**config.mk**
```make
export PLATFORM = sky130hd
export DESIGN_NAME = axi4lite_slave_regfile
export DESIGN_NICKNAME = d
export VERILOG_FILES = /design/src/rtl/axi4lite_slave_regfile.sv
export SDC_FILE = /design/constraint.sdc
export NUM_CORES = 1
export LEC_CHECK = 0
export CORE_MARGIN = 2
export CORE_UTILIZATION = 60
export CTS_CLUSTER_DIAMETER = 50
export CTS_CLUSTER_SIZE = 40
export DETAILED_ROUTE_END_ITERATION = 16
export DONT_BUFFER_PORTS = 1
export PLACE_DENSITY = 0.76
export SLEW_MARGIN = 15
export SYNTH_ARGS = -nofsm -noshare
export SYNTH_HDL_FRONTEND = slang
export SYNTH_SLANG_ARGS = --single-unit
```
**constraint.sdc**
```tcl
create_clock -name clk -period 2.4 [get_ports clk]
set_clock_uncertainty 0.1 [all_clocks]
set_input_delay 0.36 -clock clk [delete_from_list [all_inputs] [get_ports clk]]
set_output_delay 0.36 -clock clk [all_outputs]
set_load 0.02 [all_outputs]
```
**src/rtl/axi4lite_slave_regfile.sv**
```systemverilog
// AXI4-Lite slave register file: independent write (AW/W/B) and read (AR/R) engines,
// one outstanding transaction per direction, byte-strobed writes, SLVERR on unmapped addresses.
module axi4lite_slave_regfile #(
  parameter int ADDR_WIDTH = 2,
  parameter int DATA_WIDTH = 8,
  parameter int NUM_REGS   = 4
) (
  input  logic                           clk,
  input  logic                           rst,
  input  logic [ADDR_WIDTH-1:0]          s_awaddr,
  input  logic                           s_awvalid,
  output logic                           s_awready,
  input  logic [DATA_WIDTH-1:0]          s_wdata,
  input  logic [DATA_WIDTH/8-1:0]        s_wstrb,
  input  logic                           s_wvalid,
  output logic                           s_wready,
  output logic [1:0]                     s_bresp,
  output logic                           s_bvalid,
  input  logic                           s_bready,
  input  logic [ADDR_WIDTH-1:0]          s_araddr,
  input  logic                           s_arvalid,
  output logic                           s_arready,
  output logic [DATA_WIDTH-1:0]          s_rdata,
  output logic [1:0]                     s_rresp,
  output logic                           s_rvalid,
  input  logic                           s_rready,
  output logic [NUM_REGS*DATA_WIDTH-1:0] regs_flat
);

  localparam int STRB_W = DATA_WIDTH / 8;
  localparam logic [1:0] RESP_OKAY   = 2'b00;
  localparam logic [1:0] RESP_SLVERR = 2'b10;

  typedef enum logic { W_IDLE, W_RESP } wstate_t;
  typedef enum logic { R_IDLE, R_DATA } rstate_t;

  function automatic logic addr_mapped(input logic [ADDR_WIDTH-1:0] a);
    return int'(a) < NUM_REGS;
  endfunction

  function automatic logic [DATA_WIDTH-1:0] strb_merge(
    input logic [DATA_WIDTH-1:0] old_val,
    input logic [DATA_WIDTH-1:0] new_val,
    input logic [STRB_W-1:0]     strb
  );
    logic [DATA_WIDTH-1:0] m;
    m = old_val;
    for (int b = 0; b < STRB_W; b++) begin
      if (strb[b]) m[b*8 +: 8] = new_val[b*8 +: 8];
    end
    return m;
  endfunction

  logic [DATA_WIDTH-1:0] r_regs [NUM_REGS];

  wstate_t               r_wstate, w_wstate_nxt;
  logic                  r_aw_held, w_aw_held_nxt;
  logic                  r_w_held, w_w_held_nxt;
  logic [ADDR_WIDTH-1:0] r_awaddr, w_awaddr_nxt;
  logic [DATA_WIDTH-1:0] r_wdata, w_wdata_nxt;
  logic [STRB_W-1:0]     r_wstrb, w_wstrb_nxt;
  logic                  r_awready, w_awready_nxt;
  logic                  r_wready, w_wready_nxt;
  logic                  r_bvalid, w_bvalid_nxt;
  logic [1:0]            r_bresp, w_bresp_nxt;
  logic                  w_commit;

  rstate_t               r_rstate, w_rstate_nxt;
  logic                  r_ar_held, w_ar_held_nxt;
  logic [ADDR_WIDTH-1:0] r_araddr, w_araddr_nxt;
  logic                  r_arready, w_arready_nxt;
  logic                  r_rvalid, w_rvalid_nxt;
  logic [DATA_WIDTH-1:0] r_rdata, w_rdata_nxt;
  logic [1:0]            r_rresp, w_rresp_nxt;
  logic [DATA_WIDTH-1:0] w_rd_val;

  // Write engine: AW and W are captured independently; commit happens once both are held.
  always_comb begin
    w_wstate_nxt  = r_wstate;
    w_aw_held_nxt = r_aw_held;
    w_w_held_nxt  = r_w_held;
    w_awaddr_nxt  = r_awaddr;
    w_wdata_nxt   = r_wdata;
    w_wstrb_nxt   = r_wstrb;
    w_awready_nxt = r_awready;
    w_wready_nxt  = r_wready;
    w_bvalid_nxt  = r_bvalid;
    w_bresp_nxt   = r_bresp;
    w_commit      = 1'b0;
    case (r_wstate)
      W_IDLE: begin
        if (r_aw_held && r_w_held) begin
          w_commit      = 1'b1;
          w_bvalid_nxt  = 1'b1;
          w_bresp_nxt   = addr_mapped(r_awaddr) ? RESP_OKAY : RESP_SLVERR;
          w_awready_nxt = 1'b0;
          w_wready_nxt  = 1'b0;
          w_wstate_nxt  = W_RESP;
        end else begin
          if (s_awvalid && r_awready) begin
            w_aw_held_nxt = 1'b1;
            w_awaddr_nxt  = s_awaddr;
          end
          if (s_wvalid && r_wready) begin
            w_w_held_nxt = 1'b1;
            w_wdata_nxt  = s_wdata;
            w_wstrb_nxt  = s_wstrb;
          end
          w_awready_nxt = !w_aw_held_nxt;
          w_wready_nxt  = !w_w_held_nxt;
        end
      end
      W_RESP: begin
        if (s_bready) begin
          w_bvalid_nxt  = 1'b0;
          w_aw_held_nxt = 1'b0;
          w_w_held_nxt  = 1'b0;
          w_awready_nxt = 1'b1;
          w_wready_nxt  = 1'b1;
          w_wstate_nxt  = W_IDLE;
        end
      end
      default: w_wstate_nxt = W_IDLE;
    endcase
  end

  always_ff @(posedge clk or posedge rst) begin
    if (rst) begin
      r_wstate  <= W_IDLE;
      r_aw_held <= 1'b0;
      r_w_held  <= 1'b0;
      r_awaddr  <= '0;
      r_wdata   <= '0;
      r_wstrb   <= '0;
      r_awready <= 1'b0;
      r_wready  <= 1'b0;
      r_bvalid  <= 1'b0;
      r_bresp   <= '0;
    end else begin
      r_wstate  <= w_wstate_nxt;
      r_aw_held <= w_aw_held_nxt;
      r_w_held  <= w_w_held_nxt;
      r_awaddr  <= w_awaddr_nxt;
      r_wdata   <= w_wdata_nxt;
      r_wstrb   <= w_wstrb_nxt;
      r_awready <= w_awready_nxt;
      r_wready  <= w_wready_nxt;
      r_bvalid  <= w_bvalid_nxt;
      r_bresp   <= w_bresp_nxt;
    end
  end

  // Unmapped addresses match no index, so they leave every register untouched.
  always_ff @(posedge clk or posedge rst) begin
    if (rst) begin
      for (int i = 0; i < NUM_REGS; i++) r_regs[i] <= '0;
    end else if (w_commit) begin
      for (int i = 0; i < NUM_REGS; i++) begin
        if (i == int'(r_awaddr)) r_regs[i] <= strb_merge(r_regs[i], r_wdata, r_wstrb);
      end
    end
  end

  always_comb begin
    w_rd_val = '0;
    for (int i = 0; i < NUM_REGS; i++) begin
      if (i == int'(r_araddr)) w_rd_val = r_regs[i];
    end
  end

  // Read engine: the address is latched first and data sampled on the following edge,
  // so a write committing on that same edge is not yet visible to the read.
  always_comb begin
    w_rstate_nxt  = r_rstate;
    w_ar_held_nxt = r_ar_held;
    w_araddr_nxt  = r_araddr;
    w_arready_nxt = r_arready;
    w_rvalid_nxt  = r_rvalid;
    w_rdata_nxt   = r_rdata;
    w_rresp_nxt   = r_rresp;
    case (r_rstate)
      R_IDLE: begin
        if (s_arvalid && r_arready) begin
          w_araddr_nxt  = s_araddr;
          w_ar_held_nxt = 1'b1;
          w_arready_nxt = 1'b0;
          w_rstate_nxt  = R_DATA;
        end else begin
          w_arready_nxt = 1'b1;
        end
      end
      R_DATA: begin
        if (r_ar_held) begin
          w_ar_held_nxt = 1'b0;
          w_rvalid_nxt  = 1'b1;
          w_rdata_nxt   = addr_mapped(r_araddr) ? w_rd_val : '0;
          w_rresp_nxt   = addr_mapped(r_araddr) ? RESP_OKAY : RESP_SLVERR;
        end else if (s_rready) begin
          w_rvalid_nxt  = 1'b0;
          w_arready_nxt = 1'b1;
          w_rstate_nxt  = R_IDLE;
        end
      end
      default: w_rstate_nxt = R_IDLE;
    endcase
  end

  always_ff @(posedge clk or posedge rst) begin
    if (rst) begin
      r_rstate  <= R_IDLE;
      r_ar_held <= 1'b0;
      r_araddr  <= '0;
      r_arready <= 1'b0;
      r_rvalid  <= 1'b0;
      r_rdata   <= '0;
      r_rresp   <= '0;
    end else begin
      r_rstate  <= w_rstate_nxt;
      r_ar_held <= w_ar_held_nxt;
      r_araddr  <= w_araddr_nxt;
      r_arready <= w_arready_nxt;
      r_rvalid  <= w_rvalid_nxt;
      r_rdata   <= w_rdata_nxt;
      r_rresp   <= w_rresp_nxt;
    end
  end

  assign s_awready = r_awready;
  assign s_wready  = r_wready;
  assign s_bvalid  = r_bvalid;
  assign s_bresp   = r_bresp;
  assign s_arready = r_arready;
  assign s_rvalid  = r_rvalid;
  assign s_rdata   = r_rdata;
  assign s_rresp   = r_rresp;

  for (genvar gi = 0; gi < NUM_REGS; gi++) begin : g_flat
    assign regs_flat[gi*DATA_WIDTH +: DATA_WIDTH] = r_regs[gi];
  end

endmodule

```
==> run_results.csv <==
group,metric,value,unit
detailed_routing,ant_nets,0,
place,hpwl,3640,um
detailed_routing,drc_errors,0,
detailed_routing,vias_per_cell,6.15,
clock_tree,clk_pin_slew_worst_paths,0.07,ns
sta,fin_crit_sh,0.810,
finish,finalNonFillerCells,256,
clock_tree,cts_buffers,9,
critical_path,crit_type,"reg2reg",
sta,hold_viol,0,
die,die_area,5030,um2
critical_path,worst_setup_path_start_kind,"register",
synthesis,postSynthAreaPerCell,14.1,um2
critical_path,rr_endpoint,"regs_flat[10]$_DFFE_PP0P_",
synthesis,yosys-top-cells-area,"dfrtp_1, mux2_2, mux2i_1",
clock_tree,cts_max_path_buffers,2,
power,vdd_drop_max,0.731,mV
sta,rsz0062_at_grt,"false",
power,powerDensity,1570,nW/um2
critical_path,arrival,2.06,ns
hold_path,holdPathStages,1,
synthesis,synth_top_area_frac,0.586,
hold_path,min_to,"r_w_held$_DFFE_PP0P_",
detailed_routing,dr.pass1.iters,4,
finish,mostFrequentLayoutCell,"dfrtp_1",
synthesis,syn_area,2690,um2
clock_tree,cts_tree,"built",
sta,final.min_clock_period,1.94,ns
synthesis,synth_top_area_cell,"dfrtp_1",
grt,grt_max_degree,35,
grt,antenna_found_initial,0,
status,status,"finished, final reports clean",
clock_tree,htreeDepth,3,
sta,report.final.slew_viol_count,0,
sta,maxSlewHeadroom,0.583,
grt,grt_pass1_vias,1678,
die,die_w,70.9,um
detailed_routing,routed_wl,5390,um
power,p_leak,1.39,nW
sta,max_slew.worst_pin.slew,0.625,ns
detailed_routing,num_vias,1574,
place,io_buffers,0,
critical_path,reg2reg_slack,0.46,ns
finish,drive_gt1_frac,0.333,
critical_path,critPathMaxFanout,10,
hold_path,hp-start,"s_bready",
sta,fin_setup_tns,0,ns
synthesis,ys_seq_area_frac,0.586,
critical_path,cp.required,2.51,ns
die,coreArea,4320,um2
synthesis,yosysUniqueCellTypes,26,
clock_tree,cts-root-buf,"clkbuf_8",
grt,grt_pass1_wl,8630,um
finish,diodes,0,
die,initial_core_util,0.622,
sta,max_freq,515,MHz
clock_tree,cts_resized,0,
die,num_rows,24,
clock_tree,cts_sinks,63,
finish,area_growth,9.54,%
sta,setup_violations,0,
die,dieHeight,70.9,um
clock_tree,clock_latency,0.33,ns
synthesis,ys_ff_latch,63,
critical_path,crit_path_end_kind,"register",
place,place.gp.congestion,0.785,
detailed_routing,routedWlPerCell,21.0,um
hold_path,hold_path_class,"in2reg",
job,maxCapViolCount,0,
grt,grt_usage,0.231,
critical_path,r2r_cells,3,
critical_path,r2r_start,"r_wstate$_DFF_PP0_",
detailed_routing,drt_iter0_markers,93,
die,ios,69,
synthesis,synth_cells,191,
finish,nets,219,
grt,grt-ovfl-total,0,
place,dp_cells,239,
finish,final_cell_mix,"dfrtp_1, mux2_2, mux2i_1",
synthesis,yosysWarnings,0,
[synth_stat cells]
cell type and instances:
clkbuf_1 1, inv_1 5, a21oi_1 8, o21a_1 1
o221ai_1 8, conb_1 1, nor3b_4 2, o21ai_0 2
mux2_4 8, mux2_2 37, dfrtp_1 63, buf_6 2
buf_2 2, o22ai_1 2, a31oi_1 1, buf_4 4
nand3_1 3, mux2i_1 16, nand4b_4 1, nor2_1 5
or3_1 1, nand3b_1 1, or2_2 1, nor2_2 1
and3_1 1, nand2_1 14
[worst max-delay path: stages, from the launching register on]
cell	delay, ns
dfrtp_1	0.49
nand4b_4	0.28
nor3b_4	0.56
mux2_2	0.40
[final cells by class]
type | count | area, um2
sequential | 63 | 1580
clock buffer | 13 | 169
clock inverter | 3 | 40.0
fill | 317 | 1380
timing repair buffer | 3 | 37.5
tap | 52 | 65.1
multi-input combinational | 117 | 1040
inverter | 5 | 18.8
[through the flow]
step	setup WS, ns	hold slack [ns]	util	area (um2)	power [W]
detailed placement	0.478	0.258	0.630	2730	0.00369
floorplan	0.370	0.350	-	2700	0.00337
global route	0.399	0.00817	0.681	2950	0.00488
CTS	0.462	0.00435	0.681	2950	0.00464
global placement	0.543	0.239	0.630	2730	0.00358
finish	0.457	0.0274	0.681	2950	0.00462
[flip-flops by register name (all words and copies together), names as in the netlist]
| name | cells |
|---|---|
| regs_flat | 32 |
| r_ar_held | 1 |
| s_awready | 1 |
| s_rvalid | 1 |
| r_aw_held | 1 |
| s_bvalid | 1 |
| r_awaddr | 2 |
| r_wstate | 1 |
| s_wready | 1 |
| r_rstate | 1 |
| r_araddr | 2 |
| r_w_held | 1 |
| s_rdata | 8 |
| s_arready | 1 |
| r_wdata | 8 |
| r_wstrb | 1 |
[power by group]
part	leakage, nW	total, W	switching, W	internal [W]
Clock	0.109	0.000946	0.000384	0.000562
Sequential	0.781	0.00252	0.000964	0.00156
Combinational	0.504	0.00115	0.000496	0.000654
[kinds of logic (layout without fill, tap and decap cells)]
family | count (synthesis) | count (layout) | share of synthesized area
AO/OA/AOI/OAI | 22 | 22 | 0.0544
buffers and inverters | 14 | 24 | 0.0316
flip-flops | 63 | 63 | 0.586
multiplexers | 61 | 61 | 0.259
other | 1 | 4 | 0.00139
AND/OR/NAND/NOR | 30 | 30 | 0.0670
[metal layers]
layer,vias up,routed length (um),track usage
met4,0,108,0.117
li1,699,-,-
met3,8,458,0.0983
met2,74,2550,0.342
met5,-,0,0
met1,793,2270,0.295
[worst max-delay path by stage]
| stage | from | endpoint | slack (ns) | depth (start not counted) |
|---|---|---|---|---|
| floorplan | rst | r_ar_held$_DFFE_PP0P_ | 0.37 | 1 |
| global placement | r_wstate$_DFF_PP0_ | regs_flat[1]$_DFFE_PP0P_ | 0.54 | 3 |
| detailed placement | r_wstate$_DFF_PP0_ | regs_flat[4]$_DFFE_PP0P_ | 0.48 | 3 |
| CTS | r_wstate$_DFF_PP0_ | regs_flat[5]$_DFFE_PP0P_ | 0.46 | 3 |
| global route | r_wstate$_DFF_PP0_ | regs_flat[0]$_DFFE_PP0P_ | 0.40 | 3 |
| finish | r_wstate$_DFF_PP0_ | regs_flat[10]$_DFFE_PP0P_ | 0.46 | 3 |
[what timing repair did]
action / CTS / global route
endpoints found under the hold margin: 29 / 0
setup endpoints to repair: 0 / 0
hold buffers: 1 / 0
setup buffers: 0 / 0
No activity file was read; power rests on OpenSTA's default activity.
